<file path="src/rtl/uart_rx_pkg.sv">
// -----------------------------------------------------------------------------
// uart_rx_pkg
// Shared types and constants for the fabric-side UART receiver.
//   uart_rx_state_e : receiver FSM states
//   OVERSAMPLE      : ticks per bit period
//   MID_SAMPLE      : tick index (1-based) of the start-bit mid-point sample
//   DATA_BITS       : data bits per frame
// -----------------------------------------------------------------------------
package uart_rx_pkg;

    typedef enum logic [2:0] {
        IDLE,
        START,
        DATA,
        PARITY,
        STOP,
        BREAK
    } uart_rx_state_e;

    localparam int unsigned OVERSAMPLE = 16;
    localparam int unsigned MID_SAMPLE = 8;
    localparam int unsigned DATA_BITS  = 8;

endpackage

</file>
<file path="src/rtl/uart_baud_tick.sv">
// -----------------------------------------------------------------------------
// uart_baud_tick
// Free-running divider that pulses o_tick for one cycle every BAUD_DIV clocks.
// A synchronous clear restarts the count so tick phase can be aligned to an
// external event (e.g. a detected start edge).
// Ports:
//   i_clk   : clock
//   i_rst_n : asynchronous active-low reset
//   i_clr   : synchronous clear of the divider count
//   o_tick  : one-cycle pulse at the count wrap
// -----------------------------------------------------------------------------
module uart_baud_tick #(
    parameter int unsigned BAUD_DIV = 27
) (
    input  logic i_clk,
    input  logic i_rst_n,
    input  logic i_clr,
    output logic o_tick
);

    localparam int unsigned CNT_W = $clog2(BAUD_DIV);
    localparam logic [CNT_W-1:0] CNT_MAX = CNT_W'(BAUD_DIV - 1);

    logic [CNT_W-1:0] r_cnt;

    always_ff @(posedge i_clk or negedge i_rst_n) begin
        if (!i_rst_n) begin
            r_cnt <= '0;
        end else if (i_clr || (r_cnt == CNT_MAX)) begin
            r_cnt <= '0;
        end else begin
            r_cnt <= r_cnt + 1'b1;
        end
    end

    assign o_tick = (r_cnt == CNT_MAX);

endmodule

</file>
<file path="src/rtl/uart_rx_fabric.sv">
// -----------------------------------------------------------------------------
// uart_rx_fabric
// Fabric-side UART receiver (8N1 / 8E1 / 8O1) with 16x oversampling. Received
// bytes are presented on a valid/ready interface; framing, parity and overrun
// conditions raise sticky flags.
// Ports:
//   CLK        : fabric clock
//   RESET_N    : asynchronous active-low reset
//   RX         : asynchronous serial input, idles high
//   RX_DATA    : received byte, LSB = first data bit on the line
//   RX_VALID   : RX_DATA holds an unconsumed byte
//   RX_READY   : consumer accepts the byte
//   FRAME_ERR  : sticky, stop bit sampled low
//   PARITY_ERR : sticky, parity mismatch
//   OVERRUN    : sticky, completed byte dropped because RX_DATA was still full
//   ERR_CLR    : one-cycle pulse clearing all sticky flags
//   BUSY       : receiver is not idle
// -----------------------------------------------------------------------------
module uart_rx_fabric
    import uart_rx_pkg::*;
#(
    parameter int unsigned BAUD_DIV   = 27,
    parameter int unsigned PARITY_EN  = 0,
    parameter int unsigned PARITY_ODD = 0
) (
    input  logic       CLK,
    input  logic       RESET_N,
    input  logic       RX,
    output logic [7:0] RX_DATA,
    output logic       RX_VALID,
    input  logic       RX_READY,
    output logic       FRAME_ERR,
    output logic       PARITY_ERR,
    output logic       OVERRUN,
    input  logic       ERR_CLR,
    output logic       BUSY
);

    localparam logic PAR_EN  = (PARITY_EN != 0);
    localparam logic PAR_ODD = (PARITY_ODD != 0);

    localparam logic [3:0] MID_LAST = 4'(MID_SAMPLE - 1);
    localparam logic [3:0] BIT_LAST = 4'(OVERSAMPLE - 1);
    localparam logic [2:0] DATA_LAST = 3'(DATA_BITS - 1);

    logic           r_rx_meta;
    logic           r_rx_s;
    uart_rx_state_e r_state;
    logic [3:0]     r_sample_cnt;
    logic [2:0]     r_bit_cnt;
    logic [7:0]     r_shift;
    logic           r_par_err;
    logic [7:0]     r_rx_data;
    logic           r_rx_valid;
    logic           r_frame_err;
    logic           r_parity_err;
    logic           r_overrun;

    logic           w_tick;
    logic           w_tick_clr;
    logic           w_mid_tick;
    logic           w_bit_tick;

    // Two-flop synchroniser; resets to the idle line level.
    always_ff @(posedge CLK or negedge RESET_N) begin
        if (!RESET_N) begin
            r_rx_meta <= 1'b1;
            r_rx_s    <= 1'b1;
        end else begin
            r_rx_meta <= RX;
            r_rx_s    <= r_rx_meta;
        end
    end

    // Realign the divider on the detected start edge so mid-bit sampling holds.
    assign w_tick_clr = (r_state == IDLE) && !r_rx_s;

    uart_baud_tick #(
        .BAUD_DIV (BAUD_DIV)
    ) u_baud_tick (
        .i_clk   (CLK),
        .i_rst_n (RESET_N),
        .i_clr   (w_tick_clr),
        .o_tick  (w_tick)
    );

    assign w_mid_tick = w_tick && (r_sample_cnt == MID_LAST);
    assign w_bit_tick = w_tick && (r_sample_cnt == BIT_LAST);

    always_ff @(posedge CLK or negedge RESET_N) begin
        if (!RESET_N) begin
            r_state      <= IDLE;
            r_sample_cnt <= 4'd0;
            r_bit_cnt    <= 3'd0;
            r_shift      <= 8'h00;
            r_par_err    <= 1'b0;
            r_rx_data    <= 8'h00;
            r_rx_valid   <= 1'b0;
            r_frame_err  <= 1'b0;
            r_parity_err <= 1'b0;
            r_overrun    <= 1'b0;
        end else begin
            // Clear first so a same-cycle set below takes priority.
            if (ERR_CLR) begin
                r_frame_err  <= 1'b0;
                r_parity_err <= 1'b0;
                r_overrun    <= 1'b0;
            end

            if (r_rx_valid && RX_READY) begin
                r_rx_valid <= 1'b0;
            end

            if (w_tick && (r_state != IDLE) && (r_state != BREAK)) begin
                r_sample_cnt <= r_sample_cnt + 4'd1;
            end

            unique case (r_state)
                IDLE: begin
                    if (!r_rx_s) begin
                        r_state      <= START;
                        r_sample_cnt <= 4'd0;
                        r_par_err    <= 1'b0;
                    end
                end
                START: begin
                    if (w_mid_tick) begin
                        if (r_rx_s) begin
                            r_state <= IDLE;  // glitch shorter than half a bit
                        end else begin
                            r_state      <= DATA;
                            r_sample_cnt <= 4'd0;
                            r_bit_cnt    <= 3'd0;
                        end
                    end
                end
                DATA: begin
                    if (w_bit_tick) begin
                        // LSB arrives first, so shift in at the MSB end.
                        r_shift   <= {r_rx_s, r_shift[7:1]};
                        r_bit_cnt <= r_bit_cnt + 3'd1;
                        if (r_bit_cnt == DATA_LAST) begin
                            r_state <= PAR_EN ? PARITY : STOP;
                        end
                    end
                end
                PARITY: begin
                    if (w_bit_tick) begin
                        r_par_err <= (r_rx_s != ((^r_shift) ^ PAR_ODD));
                        r_state   <= STOP;
                    end
                end
                STOP: begin
                    if (w_bit_tick) begin
                        if (!r_rx_s) begin
                            r_frame_err <= 1'b1;
                            r_state     <= BREAK;
                        end else if (r_par_err) begin
                            r_parity_err <= 1'b1;
                            r_state      <= IDLE;
                        end else begin
                            if (!r_rx_valid || RX_READY) begin
                                r_rx_data  <= r_shift;
                                r_rx_valid <= 1'b1;
                            end else begin
                                r_overrun <= 1'b1;
                            end
                            r_state <= IDLE;
                        end
                    end
                end
                BREAK: begin
                    // Hold off until the line returns high so a held-low
                    // line cannot retrigger a frame.
                    if (r_rx_s) begin
                        r_state <= IDLE;
                    end
                end
                default: r_state <= IDLE;
            endcase
        end
    end

    assign RX_DATA    = r_rx_data;
    assign RX_VALID   = r_rx_valid;
    assign FRAME_ERR  = r_frame_err;
    assign PARITY_ERR = r_parity_err;
    assign OVERRUN    = r_overrun;
    assign BUSY       = (r_state != IDLE);

endmodule
</file>
<file path="config.mk">
export PLATFORM = sky130hd
export DESIGN_NAME = uart_rx_fabric
export DESIGN_NICKNAME = d
export VERILOG_FILES = /design/src/rtl/uart_rx_pkg.sv /design/src/rtl/uart_baud_tick.sv /design/src/rtl/uart_rx_fabric.sv
export SDC_FILE = /design/constraint.sdc
export NUM_CORES = 1
export LEC_CHECK = 0
export BUFFER_PORTS_ARGS = -buffer_cell sky130_fd_sc_hd__buf_2
export CORE_UTILIZATION = 35
export CTS_CLUSTER_DIAMETER = 200
export DETAILED_ROUTE_END_ITERATION = 12
export GPL_ROUTABILITY_DRIVEN = 0
export PLACE_DENSITY = 0.62
export SYNTH_ARGS = -nofsm -noshare
export SYNTH_HDL_FRONTEND = slang
export SYNTH_SLANG_ARGS = --single-unit
</file>
<file path="constraint.sdc">
create_clock -name CLK -period 1.8 [get_ports CLK]
set_input_delay 0.18 -clock CLK [delete_from_list [all_inputs] [get_ports CLK]]
set_output_delay 0.18 -clock CLK [all_outputs]
set_load 0.01 [all_outputs]
</file>
==> results.py <==
metrics = {
    "clocking": {
        "max-clock-path-buffers": 2,
        "numCtsBuffers": 5,
        "htree_num_levels": 2,
        "path_clk_slew_ns": 0.08,
        "cts_tree": "built",
        "cts-root-buf": "clkbuf_8",
        "cts.sinks": 38,
        "clock_latency_ns": 0.29,
    },
    "cells_and_area": {
        "drive_gt1_frac": 0.446,
        "fin_cells": 260,
        "area_growth_pct": 32.4,
        "final_nets": 202,
        "antenna_cells": 0,
        "postLayoutCoreUtil": 0.495,
    },
    "grt": {
        "grt_use_met3": 0.0447,
        "grt_max_degree": 39,
        "grt_busiest_layer": "met2",
        "met2_usage": 0.224,
        "track_usage": 0.143,
        "grt_overflow_total": 0,
        "first_global_vias": 1264,
        "grt_antenna_before_repair": 0,
        "use_met1": 0.187,
        "grt_pass1_wl_um": 5880,
    },
    "power": {
        "vdd_ir_drop_max_uv": 300,
        "power_leakage_nw": 1.22,
        "p_per_area_nw_per_um2": 738,
        "pwr-share-seq": 0.483,
        "pwr-share-clk": 0.499,
        "combinationalPowerShare": 0.018,
        "switching_share": 0.183,
        "p_sw_uw": 326,
        "p_int_mw": 1.46,
    },
    "setup_path": {
        "arrival_ns": 2.03,
        "crit_required_ns": 1.98,
        "end_kind": "flop",
        "reg2reg_slack_ns": -0.05,
        "criticalPathCategory": "flop to flop",
        "cp_max_fo": 8,
        "worstSetupStartpointType": "flop",
    },
    "status": {
        "violations": "negative hold slack, negative setup slack",
        "status": "finished with violations",
    },
    "die": {
        "fp.dieW_um": 74.2,
        "core_area_um2": 4880,
        "die_area_um2": 5510,
        "die_h_um": 74.2,
        "rows": 25,
        "initial_core_util": 0.374,
        "ioPinCount": 18,
    },
    "min_path": {
        "hp-class": "primary input to asynchronous set/reset pin",
    },
    "synth": {
        "ys_ff_latch": 38,
        "synth.distinct_cells": 43,
        "synth_flop_cell": "dfrtp_1",
        "syn-num-nets": 155,
        "synth.avg_cell_area_um2": 12.6,
        "synth_edf_count": 0,
        "ys_seq_area_frac": 0.522,
        "synthCells": 145,
        "netlist_area_um2": 1830,
        "async_reset_ff_frac": 1.00,
        "yosys_warnings": 0,
        "yosysTopAreaCell": "dfrtp_1",
        "synthTopCellsByArea": "dfrtp_1 (49%), mux2_2 (9.3%), ha_1 (3.4%), dfstp_2 (2.9%), xnor2_1 (2.9%)",
        "synth.most_common_cell": "dfrtp_1",
        "synth_common_cells": "dfrtp_1 (36), mux2_2 (15), nor2_1 (10)",
        "yosys.area.top_type_share": 0.493,
    },
    "placement": {
        "io_buffers": 17,
        "place_inst": 242,
        "hpwl_um": 2380,
    },
    "route": {
        "wl_per_cell_um": 14.0,
        "final_antenna_net_count": 0,
        "drcViolationCount": 0,
        "dr.pass1.iters": 4,
        "wl_um": 3650,
        "via_per_inst": 4.98,
        "drt_iter0_drc": 136,
        "num_vias": 1296,
    },
    "timing": {
        "hold_viol": 7,
        "max_freq_mhz": 540,
        "finClkSkew_ns": 0.0100,
        "post-route-period-util": 1.03,
        "slew_headroom": 0.441,
        "final_max_slew_viol_count": 0,
        "worstMarginPinSlew_ns": 0.839,
        "holdWs_ns": -0.00166,
        "layout_min_cycle_time_ns": 1.85,
        "worst_slack_ns": -0.0531,
        "setup_violations": 16,
        "rsz0062_at_grt": "true",
    },
    "run": {
        "cap_violations": 0,
    },
}
logic make-up after synthesis:
group                      share of synthesized area
and+or+nand+nor                                0.139
buffers and inverters                         0.0322
DFF                                            0.522
muxes                                          0.116
xor gates and xnor gates                      0.0699
AOI/OAI and AO/OA                             0.0864
adders and majority gates                     0.0343
metal layers:
metal  share of wire  up-vias
met5               0        -
met3           0.048        4
met2            0.48       39
li1                -      613
met4           0.010        0
met1            0.47      640
registers in the layout, summed over array words and instances, names as in the netlist, 3 cells and up:
signal             flops
r_sample_cnt           4
r_state                3
r_shift                8
r_bit_cnt              3
u_baud_tick.r_cnt      5
RX_DATA                8
per-stage QoR:
step	setup slack (ns)	setup TNS [ns]	area (µm²)	power, mW	hold WS (ns)
global placement	-0.0566	-0.446	2100	0.907	0.285
detailed placement	-0.116	-1.28	2100	0.908	0.288
global route	-0.126	-1.72	2420	1.86	0.0601
finish	-0.0531	-0.522	2420	1.78	-0.00166
CTS	-0.0876	-0.867	2320	1.80	0.0278
floorplan	-0.0759	-0.510	1830	0.885	-0.116
timing repair:
action / 4_1_cts / 5_1_grt
gates cloned: 0 / 0
buffers inserted: 6 / 4
hold buffers: 1 / 0
endpoints found under the setup margin: 17 / 20
endpoints found under the hold margin: 1 / 0
resized for setup: 10 / 16
pin swaps: 4 / 8
worst max-delay path: stages, from the launching register on:
cell and delay (ns):
dfrtp_1 0.41, ha_4 0.17, nand3_4 0.10, buf_6 0.13
nor4_4 0.34, nand4b_4 0.24, mux2_4 0.35
cell usage in the layout (no fill, tap or decap), types with 2 or more instances in the layout:
| cell type | count |
|---|---|
| nand4b_4 | 2 |
| nand3_1 | 3 |
| o21ai_1 | 2 |
| nand2b_1 | 2 |
| o21ai_0 | 3 |
| mux2i_1 | 2 |
| mux2_4 | 10 |
| a21oi_1 | 2 |
| nor3_1 | 2 |
| buf_2 | 17 |
| nor2_1 | 10 |
| clkbuf_8 | 6 |
| bufinv_16 | 2 |
| dfrtp_1 | 36 |
| or3_1 | 2 |
| ha_1 | 3 |
| mux2_2 | 7 |
| buf_6 | 4 |
| dfstp_2 | 2 |
| buf_4 | 24 |
| a31oi_1 | 3 |
| xnor2_1 | 6 |
| inv_1 | 5 |
| a22o_1 | 3 |
| xor2_1 | 6 |
| nand2_1 | 3 |
final cells by class:
class / count / area, µm²
well taps: 67 / 83.8
clock buffers: 6 / 82.6
clock inverters: 2 / 60.1
inverters: 5 / 18.8
fillers: 429 / 2460
multi-input cells: 96 / 898
repair buffers: 46 / 320
flip-flops and latches: 38 / 953
worst paths after layout:
check,cells after the start,endpoint,startpoint
setup / recovery,6,RX_DATA[5]$_DFFE_PN0P_,r_sample_cnt[1]$_DFF_PN0_
hold / removal,1,r_bit_cnt[0]$_DFFE_PN0P_,RESET_N
setup reg to reg,6,RX_DATA[5]$_DFFE_PN0P_,r_sample_cnt[1]$_DFF_PN0_
hold reg to reg,0,r_rx_s$_DFF_PN1_,r_rx_meta$_DFF_PN1_
max in group asynchronous,1,r_bit_cnt[2]$_DFFE_PN0P_,RESET_N
min in group CLK,3,OVERRUN$_DFF_PN0_,ERR_CLR
power groups by stage:
| stage | Clock (mW) | Sequential, mW | Combinational, mW |
|---|---|---|---|
| 2_1_floorplan | 0 | 0.874 | 0.0103 |
| 3_3_place_gp | 0 | 0.878 | 0.0296 |
| 3_5_place_dp | 0 | 0.878 | 0.0304 |
| 4_1_cts | 0.910 | 0.861 | 0.0324 |
| 5_1_grt | 0.959 | 0.862 | 0.0369 |
| 6_report | 0.890 | 0.862 | 0.0314 |
Power figures use the tool's default switching activity.
